**config.mk**
```make
export PLATFORM = sky130hd
export DESIGN_NAME = status_unit
export DESIGN_NICKNAME = d
export VERILOG_FILES = /design/src/rtl/status_unit.sv
export SDC_FILE = /design/constraint.sdc
export NUM_CORES = 1
export LEC_CHECK = 0
export BUFFER_PORTS_ARGS = -buffer_cell sky130_fd_sc_hd__buf_2
export CAP_MARGIN = 0
export CORE_MARGIN = 3
export CORE_UTILIZATION = 45
export CTS_CLUSTER_SIZE = 14
export DETAILED_ROUTE_END_ITERATION = 10
export GPL_TIMING_DRIVEN = 0
export PLACE_DENSITY = 0.76
export SLEW_MARGIN = 20
export SYNTH_ARGS = -nofsm -noshare
export SYNTH_HDL_FRONTEND = slang
export SYNTH_SLANG_ARGS = --single-unit
```
**constraint.sdc**
```tcl
create_clock -name clock -period 2.3 [get_ports clock]
set_input_delay 0.46 -clock clock [delete_from_list [all_inputs] [get_ports clock]]
set_output_delay 0.46 -clock clock [all_outputs]
set_load 0.03 [all_outputs]
```
**src/rtl/status_unit.sv**
```systemverilog
// Writeback status register for bex/setx: maps retiring-instruction overflow to an
// exception code, holds it in the status register and logs codes in a small FIFO.
module status_unit #(
    parameter int unsigned TARGET_W = 27,
    parameter int unsigned STATUS_W = 32,
    parameter int unsigned DEPTH    = 4,
    parameter int unsigned STICKY   = 0
) (
    input  logic                        clock,
    input  logic                        reset_n,
    input  logic                        in_valid,
    input  logic [4:0]                  opcode,
    input  logic [4:0]                  alu_code,
    input  logic                        overflow,
    input  logic [TARGET_W-1:0]         target,
    input  logic                        clear,
    output logic [STATUS_W-1:0]         status,
    output logic                        status_nz,
    output logic                        exc_pulse,
    output logic                        log_valid,
    output logic [2:0]                  log_data,
    input  logic                        log_pop,
    output logic [$clog2(DEPTH+1)-1:0]  log_count,
    output logic                        log_drop
);

    localparam int unsigned CW = $clog2(DEPTH + 1);
    localparam int unsigned PW = $clog2(DEPTH);

    logic [STATUS_W-1:0] status_q, status_d;
    logic                exc_pulse_q, exc_pulse_d;
    logic                log_drop_q, log_drop_d;
    logic [CW-1:0]       count_q, count_d;
    logic [PW-1:0]       wptr_q, wptr_d;
    logic [PW-1:0]       rptr_q, rptr_d;
    logic [2:0]          mem_q [DEPTH];
    logic [2:0]          mem_d [DEPTH];

    logic [2:0] code;
    logic       is_setx;
    logic       is_exc;
    logic       full;
    logic       pop_ok;
    logic       do_push;
    logic       drop;
    logic       exc_write_ok;

    always_comb begin
        code = 3'd0;
        if (in_valid && overflow) begin
            if (opcode == 5'b00101) begin
                code = 3'd2;
            end else if (opcode == 5'b00000) begin
                case (alu_code)
                    5'd0:    code = 3'd1;
                    5'd1:    code = 3'd3;
                    5'd6:    code = 3'd4;
                    5'd7:    code = 3'd5;
                    default: code = 3'd0;
                endcase
            end
        end
    end

    assign is_setx = in_valid && (opcode == 5'b10101);
    assign is_exc  = (code != 3'd0);
    // A same-cycle clear empties status first, so a sticky exception may still land.
    assign exc_write_ok = (STICKY == 0) || (status_q == '0) || clear;

    assign full    = (count_q == CW'(DEPTH));
    assign pop_ok  = log_pop && (count_q != '0);
    assign do_push = is_exc && (!full || pop_ok);
    assign drop    = is_exc && full && !pop_ok;

    always_comb begin
        status_d    = status_q;
        exc_pulse_d = is_exc;
        log_drop_d  = log_drop_q;
        count_d     = count_q;
        wptr_d      = wptr_q;
        rptr_d      = rptr_q;
        mem_d       = mem_q;

        if (is_setx) begin
            status_d = STATUS_W'(target);
        end else if (is_exc && exc_write_ok) begin
            status_d = STATUS_W'(code);
        end else if (clear) begin
            status_d = '0;
        end

        if (clear) begin
            log_drop_d = 1'b0;
        end else if (drop) begin
            log_drop_d = 1'b1;
        end

        if (do_push) begin
            mem_d[wptr_q] = code;
            wptr_d        = wptr_q + 1'b1;
        end
        if (pop_ok) begin
            rptr_d = rptr_q + 1'b1;
        end
        if (do_push && !pop_ok) begin
            count_d = count_q + 1'b1;
        end else if (!do_push && pop_ok) begin
            count_d = count_q - 1'b1;
        end
    end

    always_ff @(posedge clock or negedge reset_n) begin
        if (!reset_n) begin
            status_q    <= '0;
            exc_pulse_q <= 1'b0;
            log_drop_q  <= 1'b0;
            count_q     <= '0;
            wptr_q      <= '0;
            rptr_q      <= '0;
            for (int i = 0; i < DEPTH; i++) begin
                mem_q[i] <= 3'd0;
            end
        end else begin
            status_q    <= status_d;
            exc_pulse_q <= exc_pulse_d;
            log_drop_q  <= log_drop_d;
            count_q     <= count_d;
            wptr_q      <= wptr_d;
            rptr_q      <= rptr_d;
            mem_q       <= mem_d;
        end
    end

    assign status    = status_q;
    assign status_nz = (status_q != '0);
    assign exc_pulse = exc_pulse_q;
    assign log_valid = (count_q != '0);
    assign log_data  = mem_q[rptr_q];
    assign log_count = count_q;
    assign log_drop  = log_drop_q;

endmodule
```
# Word-level counts from Yosys, hierarchy flattened
# Index checks and enable logic that the tools add are counted.
dict set report classes {
  n_bitwise 2
  addsub 4
  eq_ne 6
  n_reduce_logical 21
  mux 17
  magnitude_cmp 3
}
# cell n
set ops {}
lappend ops {{two-way mux 32 bit} 3}
lappend ops {{nonzero test 32 bit} 1}
lappend ops {{two-way mux 3 bit} 8}
lappend ops {{equality test 5 x 3 -> 1 bit (second input constant)} 3}
lappend ops {{bitwise mux 12 bit} 1}
lappend ops {{one-hot mux 3 bit (4 select lines)} 1}
lappend ops {{zero test 5 bit} 2}
lappend ops {{logical AND 1 bit} 9}
lappend ops {{nonzero test 3 bit} 3}
lappend ops {{binary-select mux 3 bit (select 2 bit)} 1}
lappend ops {{demux 3 bit (select 2 bit)} 1}
lappend ops {{greater-or-equal comparator 3 bit (second input constant)} 2}
lappend ops {{NOT 2 -> 3 bit} 2}
lappend ops {{equality test 5 x 1 -> 1 bit (second input constant)} 1}
lappend ops {{equality test 5 bit (second input constant)} 1}
lappend ops {{adder 2 x 1 -> 2 bit (second input constant)} 2}
lappend ops {{nonzero test 2 bit} 2}
lappend ops {{adder 3 x 1 -> 3 bit (second input constant)} 1}
lappend ops {{equality test 3 bit (second input constant)} 1}
lappend ops {{zero test 1 bit} 3}
lappend ops {{< comparator 3 x 1 -> 1 bit (second input constant)} 1}
lappend ops {{subtractor 3 x 1 -> 3 bit (second input constant)} 1}
lappend ops {{two-way mux 1 bit} 2}
lappend ops {{logical OR 1 bit} 1}
dict set report totals {
  out_inout_bits 42
  elab_cells 63
  regBits 53
  inputBits 43
}

# Longest topological paths before layout
dict set report depth {
  ltp_word 11
  ltp_mapped 9
  mapped_depth_nobuf 9
}

# Worst setup path after synthesis
# Ideal clock, no wire load.
dict set report synth_timing {
  path_type {reg-to-reg}
  startpoint {register count_q[0] (netlist: log_count[0])}
  endpoint {register count_q[1] (netlist: log_count[1])}
  required_ps 2175
  synth_period_minus_slack_ps 2393
  setup_slack_ps -93
  stages_incl_launch_ff 7
  setup_ps 125
  arrival_ps 2269
  path_buffers 0
  cell_sequence {dfrtp_1 > or4b_1 > and3_4 > ha_1 > inv_1 > fa_1 > mux2_2}
}
dict set report synth_via {
  elab_cells_between_ends 15
  classes_between {add/sub (2); eq/ne (1); mux (2); reduce/logical (10)}
}
# element line
set synth_rtl {}
lappend synth_rtl {{start: declaration} 33} ;# logic [CW-1:0] count_q, count_d;
lappend synth_rtl {{start signal: assignment} 127} ;# count_q <= count_d;
lappend synth_rtl {{equality test 3 bit / nonzero test 3 bit (equally long branches)} {70, 71}}
lappend synth_rtl {{zero test 1 bit / logical AND 1 bit (equally long branches)} {72, 71}}
lappend synth_rtl {{logical OR 1 bit *} 72} ;# assign do_push = is_exc && (!full || pop_ok);
lappend synth_rtl {{logical AND 1 bit *} 72}
lappend synth_rtl {{net do_push} 44} ;# logic do_push;
lappend synth_rtl {{logical AND 1 bit *} 105} ;# if (do_push && !pop_ok) begin
lappend synth_rtl {{two-way mux 3 bit *} 105}
lappend synth_rtl {{net count_d[1]} 33}
# The timed path passes the listed nets; every way through them passes the cells marked *. The select of a mux whose other input is x is not followed.
# A chain may end at the register's enable or synchronous reset.

# Worst setup path after layout
dict set report layout_timing {
  startpoint {register count_q[1] (netlist: log_count[1])}
  endpoint {register count_q[1] (netlist: log_count[1])}
}
# The elaborated chain is that of the path after synthesis.

==> impl_metrics.env <==
export IMPL_clock_sinks=48
export IMPL_grt_overflow=0
export IMPL_leakagePower_uw=0.00156
export IMPL_syn_area_sq_mm=0.00246
export IMPL_detailed_place_area_sq_mm=0.00298
export IMPL_arrival_ns=2.42
export IMPL_antenna_found_initial=0
export IMPL_synth_avg_cell_area_sq_um=10.9
export IMPL_finalSetupViolCount=0
export IMPL_hold_viol=0
export IMPL_coreArea_sq_mm=0.00520
export IMPL_status="finished clean"
export IMPL_start_kind="register"
export IMPL_yosys_cell_types_count=42
export IMPL_required_ns=2.49
export IMPL_fin_setup_tns_ns=0
export IMPL_tightest_slew_ns=0.603
export IMPL_reg2regPathDepth=6
export IMPL_drt_iter0_markers=77
export IMPL_viasPerCell=5.04
export IMPL_portBuffers=79
export IMPL_grt_pass1_vias=1897
export IMPL_grt_pass1_wl_um=9280
export IMPL_hpwl_um=4180
export IMPL_register_area_sq_mm=0.00120
export IMPL_power_density_mw_per_mm2=718
export IMPL_r2r_end="log_count[1]$_DFFE_PN0P_"
export IMPL_vias=1966
export IMPL_yosys_area_top_type="dfrtp_1"
export IMPL_dieHeight_um=80.0
export IMPL_globalRouteTotalUtil_pct=18.7
export IMPL_path_cells="or4b_4 -> and3_4 -> ha_4 -> inv_1 -> fa_1 -> mux2_2"
export IMPL_r2r_setup_slack_ns=0.07
export IMPL_period_share_pct=96.8
export IMPL_drt_wirelength_per_cell_um=14.4
export IMPL_dp_cells=379
export IMPL_synthCells=226
export IMPL_end_kind="register"
export IMPL_cts_resized_gates=0
export IMPL_max_freq_mhz=449
export IMPL_max_vdd_ir_drop_v=0.000598
export IMPL_clk_pin_slew_ns=0.08
export IMPL_multi_input_area_sq_mm=0.00119
export IMPL_final_cell_area_sq_mm=0.00314
export IMPL_finalMaxSlewViolations=0
export IMPL_pin_count=85
export IMPL_areaGrowthSynthToFinish_pct=27.5
export IMPL_numCtsBuffers=5
export IMPL_path_class="reg -> reg"
export IMPL_initial_core_util_pct=47.4
export IMPL_nets=369
export IMPL_grt_max_degree=49
export IMPL_fin_skew_ns=0.00677
export IMPL_cp_slowest_stage_delay_ns=0.59
export IMPL_drc=0
export IMPL_n_fill_cell=482
export IMPL_drive_above_1_share_pct=47.5
export IMPL_synth_most_common_cell="nand2_1"
export IMPL_synthTopCellsByCount="nand2_1, dfrtp_1, o21ai_2"
export IMPL_synth_seq_area_share_pct=48.7
export IMPL_gp_congestion=0.815
export IMPL_die_x_um=80.0
export IMPL_relSlewSlack_pct=59.8
export IMPL_dr_pass1_iters=4
export IMPL_rows=26
export IMPL_cts_buffer_depth=2
export IMPL_cts_hold_buf=0
export IMPL_cap_violations=0
export IMPL_fp_dieArea_sq_mm=0.00640
export IMPL_htreeDepth=2
export IMPL_clock_latency_ns=0.31
export IMPL_synthTopCellsByArea="dfrtp_1, nand2_1, o21ai_2"
export IMPL_hp_class="in -> async"
export IMPL_yosysWarnings=0
export IMPL_postRouteAntennaNets=0
export IMPL_totalWireLength_um=5630
export IMPL_synth_top_area_share_pct=48.7
export IMPL_ys_seq_elements=48
export IMPL_cpMaxStageDelayCell="or4b_4"
export IMPL_p_total_uw=2260
export IMPL_n_antenna_cell=0
export IMPL_fin_crit_ns=2.23
export IMPL_worstPathMaxFanout=6
export IMPL_cts_tree="done"
export IMPL_synthArstFlopShare_pct=100
export IMPL_r2r_start="log_count[1]$_DFFE_PN0P_"
export IMPL_root_buffer="clkbuf_8"
export IMPL_synth_edf_count=0
export IMPL_synth_ff_type="dfrtp_1"
export IMPL_instances_no_fill=390
## cells in the final DEF, fill, tap and decap left out, types with 2 or more instances in the layout
| cell | n |
|---|---|
| nand4_1 | 2 |
| and3_1 | 2 |
| clkbuf_8 | 5 |
| mux4_2 | 3 |
| nor3_2 | 4 |
| o21ai_0 | 6 |
| mux2_2 | 14 |
| nand2b_1 | 2 |
| and4_1 | 2 |
| dfrtp_2 | 2 |
| o21ai_2 | 20 |
| buf_6 | 2 |
| nand2_1 | 54 |
| buf_2 | 81 |
| or3_1 | 2 |
| nand3_1 | 3 |
| clkbuf_1 | 3 |
| nor2_1 | 7 |
| ha_1 | 4 |
| buf_4 | 10 |
| xnor2_1 | 5 |
| conb_1 | 5 |
| o311a_1 | 2 |
| a21oi_1 | 2 |
| xor2_1 | 2 |
| inv_1 | 4 |
| bufinv_16 | 2 |
| dfrtp_1 | 46 |
| a2111o_1 | 2 |
| nor4_1 | 6 |
## how the worst max path moves through the flow
stage                                         from                        to  slack [ns]  cells past startpoint
after floorplan                          opcode[0]  log_count[2]$_DFFE_PN0P_        0.01                      9
after global placement                   opcode[0]  log_count[2]$_DFFE_PN0P_       -0.22                     10
after detailed placement                 opcode[0]  log_count[2]$_DFFE_PN0P_       -0.27                     10
after CTS                                opcode[0]  log_count[2]$_DFFE_PN0P_        0.04                     10
after global routing      log_count[1]$_DFFE_PN0P_  log_count[1]$_DFFE_PN0P_     -0.0005                      6
final                     log_count[1]$_DFFE_PN0P_  log_count[1]$_DFFE_PN0P_        0.07                      6
## stage by stage
step           setup WS [ns]  util, %  hold WS (ns)
3_5_place_dp          -0.268     57.3         0.494
4_1_cts               0.0446     59.8         0.337
5_1_grt            -0.000470     60.4         0.203
2_1_floorplan         0.0117        -         0.164
6_report              0.0736     60.4         0.161
3_3_place_gp          -0.216     57.3         0.487
## routing by layer
| layer | GRT usage [%] | wire length [um] | vias up |
|---|---|---|---|
| met3 | 3.61 | 263 | 7 |
| li1 | - | - | 967 |
| met2 | 30.0 | 2780 | 54 |
| met4 | 5.57 | 66 | 0 |
| met5 | 0 | 0 | - |
| met1 | 25.6 | 2520 | 938 |
## power by group
part | switching, uW | total (uW) | internal, uW
Clock | 283 | 711 | 428
Sequential | 65.5 | 982 | 916
Combinational | 321 | 565 | 244
Total | 670 | 2260 | 1590
## critical path: cells and delay by family (launching register included)
kind,cells,cell delay (ns)
simple gates,2,0.81
fa+ha+maj,2,0.55
flops,1,0.43
mux,1,0.26
buf+inv,1,0.06
## timing repair
item                                    4_1_cts  5_1_grt
setup buffers                                 0        4
endpoints found under the hold margin         0        0
endpoints found under the setup margin        0        2
## sequential cells by signal, summed over array words and instances, names as in the netlist
register	cells
status	27
exc_pulse	1
mem_q	12
wptr_q	2
log_count	3
rptr_q	2
log_drop	1
## layout make-up
class,count,share of cell area [%]
sequential,48,38.3
multi-input combinational,164,37.9
timing repair buffer,83,13.6
tap,70,2.79
inverter,4,0.478
clock inverter,2,1.91
buffer,14,2.87
clock buffer,5,2.19
## logic make-up (layout without fill, tap and decap cells)
logic type / after synthesis / count (layout) / synth area share, %
AO/OA/AOI/OAI: 37 / 37 / 12.9
XOR/XNOR: 7 / 7 / 2.49
buffers and inverters: 18 / 108 / 4.26
other: 1 / 5 / 0.152
AND/OR/NAND/NOR: 92 / 92 / 19.0
flip-flops: 48 / 48 / 48.7
multiplexers: 17 / 17 / 9.14
adder cells (fa/ha/maj): 6 / 6 / 3.35
No activity file was read; power rests on OpenSTA's default activity.
